==> config.mk <==
export PLATFORM = sky130hd
export DESIGN_NAME = uart_rx
export DESIGN_NICKNAME = d
export VERILOG_FILES = /design/src/rtl/uart_pkg.sv /design/src/rtl/uart_rx_sampler.sv /design/src/rtl/uart_rx.sv
export SDC_FILE = /design/constraint.sdc
export NUM_CORES = 1
export LEC_CHECK = 0
export BUFFER_PORTS_ARGS = -buffer_cell sky130_fd_sc_hd__buf_2
export CORE_UTILIZATION = 30
export CTS_CLUSTER_SIZE = 14
export DETAILED_ROUTE_END_ITERATION = 7
export GPL_ROUTABILITY_DRIVEN = 1
export PLACE_DENSITY_LB_ADDON = 0.12
export SKIP_CTS_REPAIR_TIMING = 1
export SYNTH_ARGS = -nofsm -noshare
export SYNTH_HDL_FRONTEND = slang
export SYNTH_SLANG_ARGS = --single-unit
==> constraint.sdc <==
create_clock -name clk -period 4.2 [get_ports clk]
set_input_delay 0.63 -clock clk [delete_from_list [all_inputs] [get_ports clk]]
set_output_delay 0.63 -clock clk [all_outputs]
set_load 0.02 [all_outputs]
==> src/rtl/uart_pkg.sv <==
`default_nettype none
// +----------------------------------------------------------------------+
// | Module      : uart_pkg                                               |
// | Description : Shared UART state encodings and bit-timing helpers     |
// |               used by uart_rx and uart_tx.                           |
// | Revision    : 1.0 - initial release                                  |
// +----------------------------------------------------------------------+
package uart_pkg;

  typedef enum logic [2:0] {
    IDLE    = 3'd0,
    START   = 3'd1,
    DATA    = 3'd2,
    PARITY  = 3'd3,
    STOP    = 3'd4,
    RECOVER = 3'd5
  } uart_state_t;

  // Last value of the bit counter; the counter spends this+1 clocks per bit
  function automatic int calc_cycles_per_bit(input int clk_hz, input int baud);
    return (clk_hz / baud) - 1;
  endfunction

  // Counter value at the middle of a bit, truncated
  function automatic int calc_half_bit(input int cycles_per_bit);
    return cycles_per_bit / 2;
  endfunction

endpackage
`default_nettype wire

==> src/rtl/uart_rx_sampler.sv <==
`default_nettype none
// +----------------------------------------------------------------------+
// | Module      : uart_rx_sampler                                        |
// | Description : Two-flop synchronizer, falling-edge detect and bit     |
// |               decision for uart_rx. With UART_RX_MAJORITY_EN the     |
// |               decision is a 2-of-3 vote around the sample point and  |
// |               arrives one clock after it; otherwise it is the single |
// |               synchronized sample taken at the sample point.         |
// | Revision    : 1.0 - initial release                                  |
// +----------------------------------------------------------------------+
module uart_rx_sampler (
  input  logic clk,
  input  logic reset_n,
  input  logic rx,
  input  logic sample_pt,
  output logic rx_s,
  output logic fall,
  output logic bit_ready,
  output logic bit_sample
);

  logic r_sync1;
  logic r_sync2;
  logic r_prev;

  // Synchronize the line and keep one cycle of history; idle-high reset
  always_ff @(posedge clk or negedge reset_n) begin
    if (!reset_n) begin
      r_sync1 <= 1'b1;
      r_sync2 <= 1'b1;
      r_prev  <= 1'b1;
    end else begin
      r_sync1 <= rx;
      r_sync2 <= r_sync1;
      r_prev  <= r_sync2;
    end
  end

  assign rx_s = r_sync2;
  assign fall = r_prev & ~r_sync2;

`ifdef UART_RX_MAJORITY_EN
  logic r_vote_pre;
  logic r_vote_mid;
  logic r_vote_rdy;

  // Capture the -1 and 0 samples; the +1 sample is the live rx_s next cycle
  always_ff @(posedge clk or negedge reset_n) begin
    if (!reset_n) begin
      r_vote_pre <= 1'b1;
      r_vote_mid <= 1'b1;
      r_vote_rdy <= 1'b0;
    end else begin
      r_vote_rdy <= sample_pt;
      if (sample_pt) begin
        r_vote_pre <= r_prev;
        r_vote_mid <= r_sync2;
      end
    end
  end

  assign bit_ready  = r_vote_rdy;
  assign bit_sample = (r_vote_pre & r_vote_mid) |
                      (r_vote_pre & r_sync2)    |
                      (r_vote_mid & r_sync2);
`else
  assign bit_ready  = sample_pt;
  assign bit_sample = r_sync2;
`endif

endmodule
`default_nettype wire

==> src/rtl/uart_rx.sv <==
`default_nettype none
// +----------------------------------------------------------------------+
// | Module      : uart_rx                                                |
// | Description : Oversampling UART receiver, LSB first, optional even   |
// |               parity, 1..2 stop bits. One-cycle rx_valid per frame   |
// |               with frame/parity error flags. Define                  |
// |               UART_RX_MAJORITY_EN for 2-of-3 majority bit decisions. |
// | Revision    : 1.0 - initial release                                  |
// +----------------------------------------------------------------------+
module uart_rx
  import uart_pkg::*;
#(
  parameter int INPUT_CLK     = 100_000_000,
  parameter int BAUD_RATE     = 115200,
  parameter int PAYLOAD_WIDTH = 8,
  parameter int STOP_BITS     = 1,
  parameter int PARITY_BIT    = 0
) (
  input  logic                     clk,
  input  logic                     reset_n,
  input  logic                     rx,
  output logic [PAYLOAD_WIDTH-1:0] rx_data,
  output logic                     rx_valid,
  output logic                     rx_busy,
  output logic                     frame_error,
  output logic                     parity_error
);

  localparam int          CYCLES_PER_BIT = calc_cycles_per_bit(INPUT_CLK, BAUD_RATE);
  localparam int          HALF_BIT       = calc_half_bit(CYCLES_PER_BIT);
  localparam logic [15:0] C_CPB          = 16'(CYCLES_PER_BIT);
  localparam logic [15:0] C_HALF         = 16'(HALF_BIT);
  localparam logic [3:0]  C_LAST_BIT     = 4'(PAYLOAD_WIDTH - 1);
  localparam logic        C_LAST_STOP    = (STOP_BITS == 2);

  if (CYCLES_PER_BIT >= 65536) begin : g_chk_cpb
    $error("uart_rx: CYCLES_PER_BIT does not fit the 16-bit bit counter");
  end
  if (PAYLOAD_WIDTH < 5 || PAYLOAD_WIDTH > 9) begin : g_chk_width
    $error("uart_rx: PAYLOAD_WIDTH must be 5..9");
  end
  if (STOP_BITS < 1 || STOP_BITS > 2) begin : g_chk_stop
    $error("uart_rx: STOP_BITS must be 1 or 2");
  end
`ifdef UART_RX_MAJORITY_EN
  if (CYCLES_PER_BIT < 4) begin : g_chk_majority
    $error("uart_rx: majority voting needs CYCLES_PER_BIT >= 4");
  end
`endif

  uart_state_t              r_state;
  uart_state_t              w_state_next;
  logic [15:0]              r_cnt;
  logic [3:0]               r_bit_cnt;
  logic                     r_stop_cnt;
  logic [PAYLOAD_WIDTH-1:0] r_shift;
  logic                     r_par_err;
  logic                     w_rx_s;
  logic                     w_fall;
  logic                     w_sample_pt;
  logic                     w_bit_ready;
  logic                     w_bit;
  logic                     w_complete;
  logic                     w_frame_err;

  uart_rx_sampler u_sampler (
    .clk        (clk),
    .reset_n    (reset_n),
    .rx         (rx),
    .sample_pt  (w_sample_pt),
    .rx_s       (w_rx_s),
    .fall       (w_fall),
    .bit_ready  (w_bit_ready),
    .bit_sample (w_bit)
  );

  // Sample points: mid start bit, then once per full bit period
  assign w_sample_pt = (r_state == START)                    ? (r_cnt == C_HALF) :
                       (r_state inside {DATA, PARITY, STOP}) ? (r_cnt == C_CPB)  : 1'b0;

  // State register
  always_ff @(posedge clk or negedge reset_n) begin
    if (!reset_n) r_state <= IDLE;
    else          r_state <= w_state_next;
  end

  // Next-state and frame-completion decode; acts on each bit decision
  always_comb begin
    w_state_next = r_state;
    w_complete   = 1'b0;
    w_frame_err  = 1'b0;
    case (r_state)
      IDLE:    if (w_fall) w_state_next = START;
      START:   if (w_bit_ready) w_state_next = w_bit ? IDLE : DATA;
      DATA:    if (w_bit_ready && r_bit_cnt == C_LAST_BIT)
                 w_state_next = (PARITY_BIT != 0) ? PARITY : STOP;
      PARITY:  if (w_bit_ready) w_state_next = STOP;
      STOP: begin
        if (w_bit_ready) begin
          if (!w_bit) begin
            w_complete   = 1'b1;
            w_frame_err  = 1'b1;
            w_state_next = RECOVER;
          end else if (r_stop_cnt == C_LAST_STOP) begin
            w_complete   = 1'b1;
            w_state_next = IDLE;
          end
        end
      end
      RECOVER: if (w_rx_s) w_state_next = IDLE;
      default: w_state_next = IDLE;
    endcase
  end

  // Bit-period counter; restarts at each sample point so the period stays fixed
  always_ff @(posedge clk or negedge reset_n) begin
    if (!reset_n)
      r_cnt <= '0;
    else if (r_state == IDLE || w_state_next == IDLE || w_state_next == RECOVER)
      r_cnt <= '0;
    else if (w_sample_pt)
      r_cnt <= '0;
    else
      r_cnt <= r_cnt + 16'd1;
  end

  // Shift data in LSB first, count bits and stop bits, accumulate parity
  always_ff @(posedge clk or negedge reset_n) begin
    if (!reset_n) begin
      r_shift    <= '0;
      r_bit_cnt  <= '0;
      r_stop_cnt <= 1'b0;
      r_par_err  <= 1'b0;
    end else begin
      if (r_state == IDLE) begin
        r_bit_cnt  <= '0;
        r_stop_cnt <= 1'b0;
        r_par_err  <= 1'b0;
      end
      if (w_bit_ready) begin
        case (r_state)
          DATA: begin
            r_shift   <= {w_bit, r_shift[PAYLOAD_WIDTH-1:1]};
            r_bit_cnt <= r_bit_cnt + 4'd1;
          end
          PARITY:  r_par_err  <= ^{r_shift, w_bit};
          STOP:    r_stop_cnt <= 1'b1;
          default: ;
        endcase
      end
    end
  end

  // Frame completion registers the word and flags and pulses rx_valid
  always_ff @(posedge clk or negedge reset_n) begin
    if (!reset_n) begin
      rx_data      <= '0;
      rx_valid     <= 1'b0;
      frame_error  <= 1'b0;
      parity_error <= 1'b0;
    end else begin
      rx_valid <= w_complete;
      if (w_complete) begin
        rx_data      <= r_shift;
        frame_error  <= w_frame_err;
        parity_error <= r_par_err;
      end
    end
  end

  assign rx_busy = (r_state != IDLE);

endmodule
`default_nettype wire
==> flow_summary.ini, run 1 <==
[hold_path]
hold_start = u_sampler.r_sync1$_DFF_PN1_
holdPathEnd = u_sampler.bit_sample$_DFF_PN1_
worst_hold_path.num_cells = 0
hp-class = reg2reg

[critical_path]
arrival_ns = 2.86
cp_top_family = simple AND/OR/NAND/NOR gates
cp_max_fo = 16
r2r_slack_ns = 1.49
slowest_delay_ns = 0.75
crit_required_ns = 4.35
r2r_cells = 7
slowest_stage = nor3_4
crit_path_end_kind = flop
crit_buf_inv = 0
crit_chain = ha_1 -> and4_1 -> o211a_4 -> o211ai_1 -> o2111ai_4 -> nor3_4 -> nor4_1
critPathLaunchType = flop
r2r_end = r_cnt[15]$_DFF_PN0_
crit_type = reg2reg
rr_startpoint = r_cnt[0]$_DFF_PN0_

[yosys]
synth_top_area_frac = 0.454
ys_warn_count = 0
synth_area_leaders = dfrtp_1, mux2_2, xnor2_1
netlist_area_um2 = 2420
synth_cells = 203
async_flop_share = 1.00
ys_seq_area_frac = 0.487
synth_edf_count = 0
synth-main-ff-cell = dfrtp_1
syn_nets = 209
ys_types = 52
yosysTopAreaCell = dfrtp_1
synth-seq-cells = 47
syn_area_per_cell_um2 = 11.9

[routing]
drc = 0
wl_um = 4840
via_per_inst = 4.76
drtIter0Drc = 69
route.antenna.remaining_nets = 0
dr.pass1.iters = 3
vias = 1541
wl_per_cell_um = 14.9

[timing]
fin_crit_sh = 0.645
tightest_slew_ns = 0.868
final-hold-violation-count = 0
rsz0062_at_grt = false
maxSlewHeadroom = 0.419
maxSlewViolCount = 0
finalSetupTns_ns = 0
skew_ns = 0.0153
setup-violations-final = 0
fmax_mhz = 369
fin_crit_ns = 2.71

[floorplanning]
boundaryPins = 15
rows = 32
die_x_um = 91.9
core_um2 = 7770
die_h_um = 91.9
die-area_um2 = 8440
start_util = 0.312

[clock_network]
clk_latency_ns = 0.32
path_clk_slew_ns = 0.10
cts_root_buf = clkbuf_8
clockBufferDepth = 2
tritoncts = done
cts_htree_levels = 2
cts-buffers-inserted = 5
clock-sinks = 47

[power_and_ir_drop]
peakVddDrop_mv = 0.123
leakage_nw = 1.20
power_density_nw_per_um2 = 359
p_total_uw = 966

[layout]
diodes = 0
finalNetCount = 227
drive_above_1_share = 0.293
final_util = 0.347
area_growth_pct = 11.2

[global_route]
grt_start_max_net_pins = 48
overflow = 0
grtUsageTotal = 0.125
grt_pass1_wl_um = 8270
antenna_found_initial = 0
grt_pass1_vias = 1628

[placement]
port_buffers = 14
place.gp.congestion = 0.801
post-dp-hpwl_um = 3220

[run_status]
outcome = completed

[flow_run]
maxCapViolations = 0
==> placed cells by master, fill, tap and decap left out, drive strengths merged, types with 4 or more instances in the layout <==
cell type and n:
o21ai 9, clkbuf 5, nand3 6, dfrtp 44, nor3 12, xnor2 13
a21oi 4, xor2 9, inv 9, buf 17, nor4 9, nand2 14
nor2 12, mux2 17
==> cells by family after synthesis <==
family          count (synthesis)  share of synthesized area
simple gates                   75                      0.219
flops                          47                      0.487
compound gates                 26                     0.0903
xor+xnor                       22                     0.0795
mux                            17                     0.0790
buf+inv                        13                     0.0294
fa+ha+maj                       3                     0.0155
==> Yosys cell counts (all sizes together), types with 3 or more instances <==
| library cell | count |
|---|---|
| o2111ai | 3 |
| nand2 | 14 |
| nand4 | 3 |
| nor2 | 12 |
| o21ai | 9 |
| a21oi | 4 |
| xor2 | 9 |
| nor4 | 9 |
| nor3 | 12 |
| ha | 3 |
| dfstp | 3 |
| or4 | 3 |
| buf | 5 |
| dfrtp | 44 |
| inv | 7 |
| mux2 | 17 |
| nand3 | 6 |
| xnor2 | 13 |
==> power breakdown <==
group          internal [mW]  switching, mW  total (mW)
combinational         0.0636         0.0949       0.158
clock                  0.124          0.183       0.307
sequential             0.473         0.0283       0.501
total                  0.661          0.306       0.966
==> per-layer routing <==
layer / global-route usage / vias up / share of wire
met5: 0 / - / 0
met2: 0.203 / 15 / 0.47
met1: 0.165 / 758 / 0.50
li1: - / 764 / -
met4: 0.0430 / 0 / 0.0097
met3: 0.0249 / 4 / 0.020
==> layout make-up <==
cell class	instances	area (um^2)
Sequential cell	47	1180
Timing Repair Buffer	17	92.6
Clock inverter	3	27.5
Tap cell	102	128
Multi-Input combinational cell	143	1170
Fill cell	826	5070
Inverter	7	26.3
Clock buffer	5	68.8
==> flip-flops by register name, indices dropped and copies added (netlist names), named ones only <==
| signal | cells |
|---|---|
| r_state | 3 |
| frame_error | 1 |
| u_sampler.r_sync1 | 1 |
| rx_data | 8 |
| r_par_err | 1 |
| u_sampler.bit_sample | 1 |
| r_cnt | 16 |
| parity_error | 1 |
| r_shift | 8 |
| r_bit_cnt | 4 |
| u_sampler.r_prev | 1 |
| rx_valid | 1 |
==> through the flow <==
stage / hold slack, ns / worst slack (ns) / cells / instance area (um^2)
3_3_place_gp: 0.346 / 1.48 / 316 / 2600
6_report: 0.361 / 1.49 / 324 / 2700
5_1_grt: 0.365 / 1.31 / 324 / 2700
4_1_cts: 0.363 / 1.47 / 324 / 2700
2_1_floorplan: 0.334 / 1.97 / 203 / 2420
3_5_place_dp: 0.348 / 1.49 / 316 / 2600
==> how the worst max path moves through the flow <==
stage                                   from             endpoint  slack (ns)  cells after the start
final                     r_cnt[0]$_DFF_PN0_  r_cnt[15]$_DFF_PN0_        1.49                      7
after global placement    r_cnt[0]$_DFF_PN0_  r_cnt[13]$_DFF_PN0_        1.48                      7
after detailed placement  r_cnt[0]$_DFF_PN0_  r_cnt[10]$_DFF_PN0_        1.49                      7
after floorplan           r_cnt[0]$_DFF_PN0_   r_cnt[2]$_DFF_PN0_        1.97                      8
after CTS                 r_cnt[0]$_DFF_PN0_  r_cnt[15]$_DFF_PN0_        1.47                      7
after global routing      r_cnt[0]$_DFF_PN0_  r_cnt[13]$_DFF_PN0_        1.31                      7
==> worst reg2reg max path, cell delays in order, from the launching register on <==
cell and delay, ns:
dfrtp_1 0.45, ha_1 0.26, and4_1 0.23, o211a_4 0.17, o211ai_1 0.37, o2111ai_4 0.19
nor3_4 0.75, nor4_1 0.13
Power figures use the tool's default switching activity.
==> run 2, diff against run 1 <==
==> constraint.sdc (replaced) <==
create_clock -name clk -period 2.54 [get_ports clk]
set_input_delay 0.381 -clock clk [delete_from_list [all_inputs] [get_ports clk]]
set_output_delay 0.381 -clock clk [all_outputs]
set_load 0.02 [all_outputs]
==> flow_summary.ini, run 2 (synthesis results as in run 1) <==
[run_status]
outcome = completed

[critical_path]
crit_path_end_kind = flop
cp_max_fo = 16
r2r_cells = 8
r2r_end = r_cnt[12]$_DFF_PN0_
crit_type = reg2reg
r2r_slack_ns = 0.26
rr_startpoint = r_cnt[0]$_DFF_PN0_
crit_chain = ha_1 -> and4_1 -> o211a_4 -> o211ai_1 -> o2111ai_4 -> nor3_4 -> buf_12 -> nor4_1
arrival_ns = 2.46
slowest_delay_ns = 0.44
critPathLaunchType = flop
crit_required_ns = 2.72
startpoint = r_cnt[0]$_DFF_PN0_
slowest_stage = dfrtp_1

[clock_network]
clockBufferDepth = 2
tritoncts = done
clk_latency_ns = 0.30
cts-buffers-inserted = 5
cts_htree_levels = 2
path_clk_slew_ns = 0.09
clock-sinks = 47
cts_root_buf = clkbuf_8

[global_route]
grt_pass1_vias = 1612
grt_pass1_wl_um = 8220
overflow = 0
grt_start_max_net_pins = 48
antenna_found_initial = 0
grtUsageTotal = 0.124

[routing]
vias = 1569
wl_per_cell_um = 14.2
route.antenna.remaining_nets = 0
drtIter0Drc = 68
via_per_inst = 4.78
drc = 0
dr.pass1.iters = 4
wl_um = 4670

[layout]
diodes = 0
fillers = 811
final_common_cell = dfrtp_1
regMostFlops = r_cnt
final_util = 0.354
drive_above_1_share = 0.305
final_cell_mix = dfrtp_1, nand2_1, buf_2
biggestRegsByFlops = r_cnt: 16 flops, r_shift: 8 flops, rx_data: 8 flops
area_growth_pct = 13.3
final_cell_count_no_fill = 328
largest_reg_flops = 16
finalNetCount = 231

[placement]
port_buffers = 14
place_inst = 320
place.gp.congestion = 0.789
post-place-ws_ns = 0.247
post-dp-hpwl_um = 3230

[timing]
fmax_mhz = 439
fin_crit_sh = 0.898
skew_ns = 0.00467
worst_slack_ns = 0.260
setup-violations-final = 0
tightest_slew_ns = 0.622
rsz0062_at_grt = false
finalSetupTns_ns = 0
maxSlewHeadroom = 0.585
maxSlewViolCount = 0
final-hold-violation-count = 0
fin_crit_ns = 2.28

[power_and_ir_drop]
p_comb_frac = 0.178
p_total_mw = 1.58
swShare = 0.303
power_switching_uw = 477
p_int_mw = 1.10
peakVddDrop_mv = 0.283
p_seq_frac = 0.523
pwr-share-clk = 0.299
leakage_nw = 1.23
power_density_nw_per_um2 = 574

[floorplanning]
die_x_um = 91.9
start_util = 0.312
rows = 32
die_h_um = 91.9
core_um2 = 7770
die-area_um2 = 8440
boundaryPins = 15

[flow_run]
maxCapViolations = 0

[hold_path]
hp-class = in2async
run 2: changes by cell type in the layout (fill, tap and decap cells not counted), sizes merged:
cell,change
buf,+4
clkinvlp,+1
inv,-1
run 2: power by group through the flow:
stage,clock network [mW],registers (mW),logic [mW]
final,0.471,0.825,0.280
after global routing,0.526,0.831,0.309
after CTS,0.495,0.826,0.286
after detailed placement,0,0.841,0.284
after global placement,0,0.841,0.287
after floorplan,0,0.824,0.219
run 2: metrics by stage:
stage | instance area [um^2] | hold WS, ns
after floorplan | 2420 | 0.0854
after global placement | 2650 | 0.348
after detailed placement | 2650 | 0.351
after CTS | 2750 | 0.0662
after global routing | 2750 | 0.0630
final | 2750 | 0.0453
run 2: worst max-delay path by stage:
stage                          end  slack, ns
6_report       r_cnt[12]$_DFF_PN0_       0.26
2_1_floorplan   r_cnt[2]$_DFF_PN0_       0.31
3_5_place_dp   r_cnt[12]$_DFF_PN0_       0.25
4_1_cts        r_cnt[12]$_DFF_PN0_       0.22
5_1_grt        r_cnt[15]$_DFF_PN0_       0.02
3_3_place_gp   r_cnt[13]$_DFF_PN0_       0.20
run 2: layout make-up:
type | instances | area, um^2 | area share
Sequential cell | 47 | 1180 | 0.430
Timing Repair Buffer | 21 | 148 | 0.0538
Clock buffer | 5 | 68.8 | 0.0251
Inverter | 7 | 26.3 | 0.00957
Tap cell | 102 | 128 | 0.0465
Multi-Input combinational cell | 143 | 1170 | 0.427
Clock inverter | 3 | 23.8 | 0.00866
run 2: layer usage:
layer	part of all wire	vias to the layer above	track usage
li1	-	768	-
met1	0.53	776	0.178
met2	0.43	21	0.185
met3	0.028	4	0.0274
met4	0.0071	0	0.0352
met5	0	-	0
run 2: critical path, delay by kind of cell (launching register included):
family,cells,cell delay [ns]
DFF,1,0.44
AOI/OAI and AO/OA,3,0.73
adders and majority gates,1,0.26
and+or+nand+nor,3,0.53
buffers and inverters,1,0.18
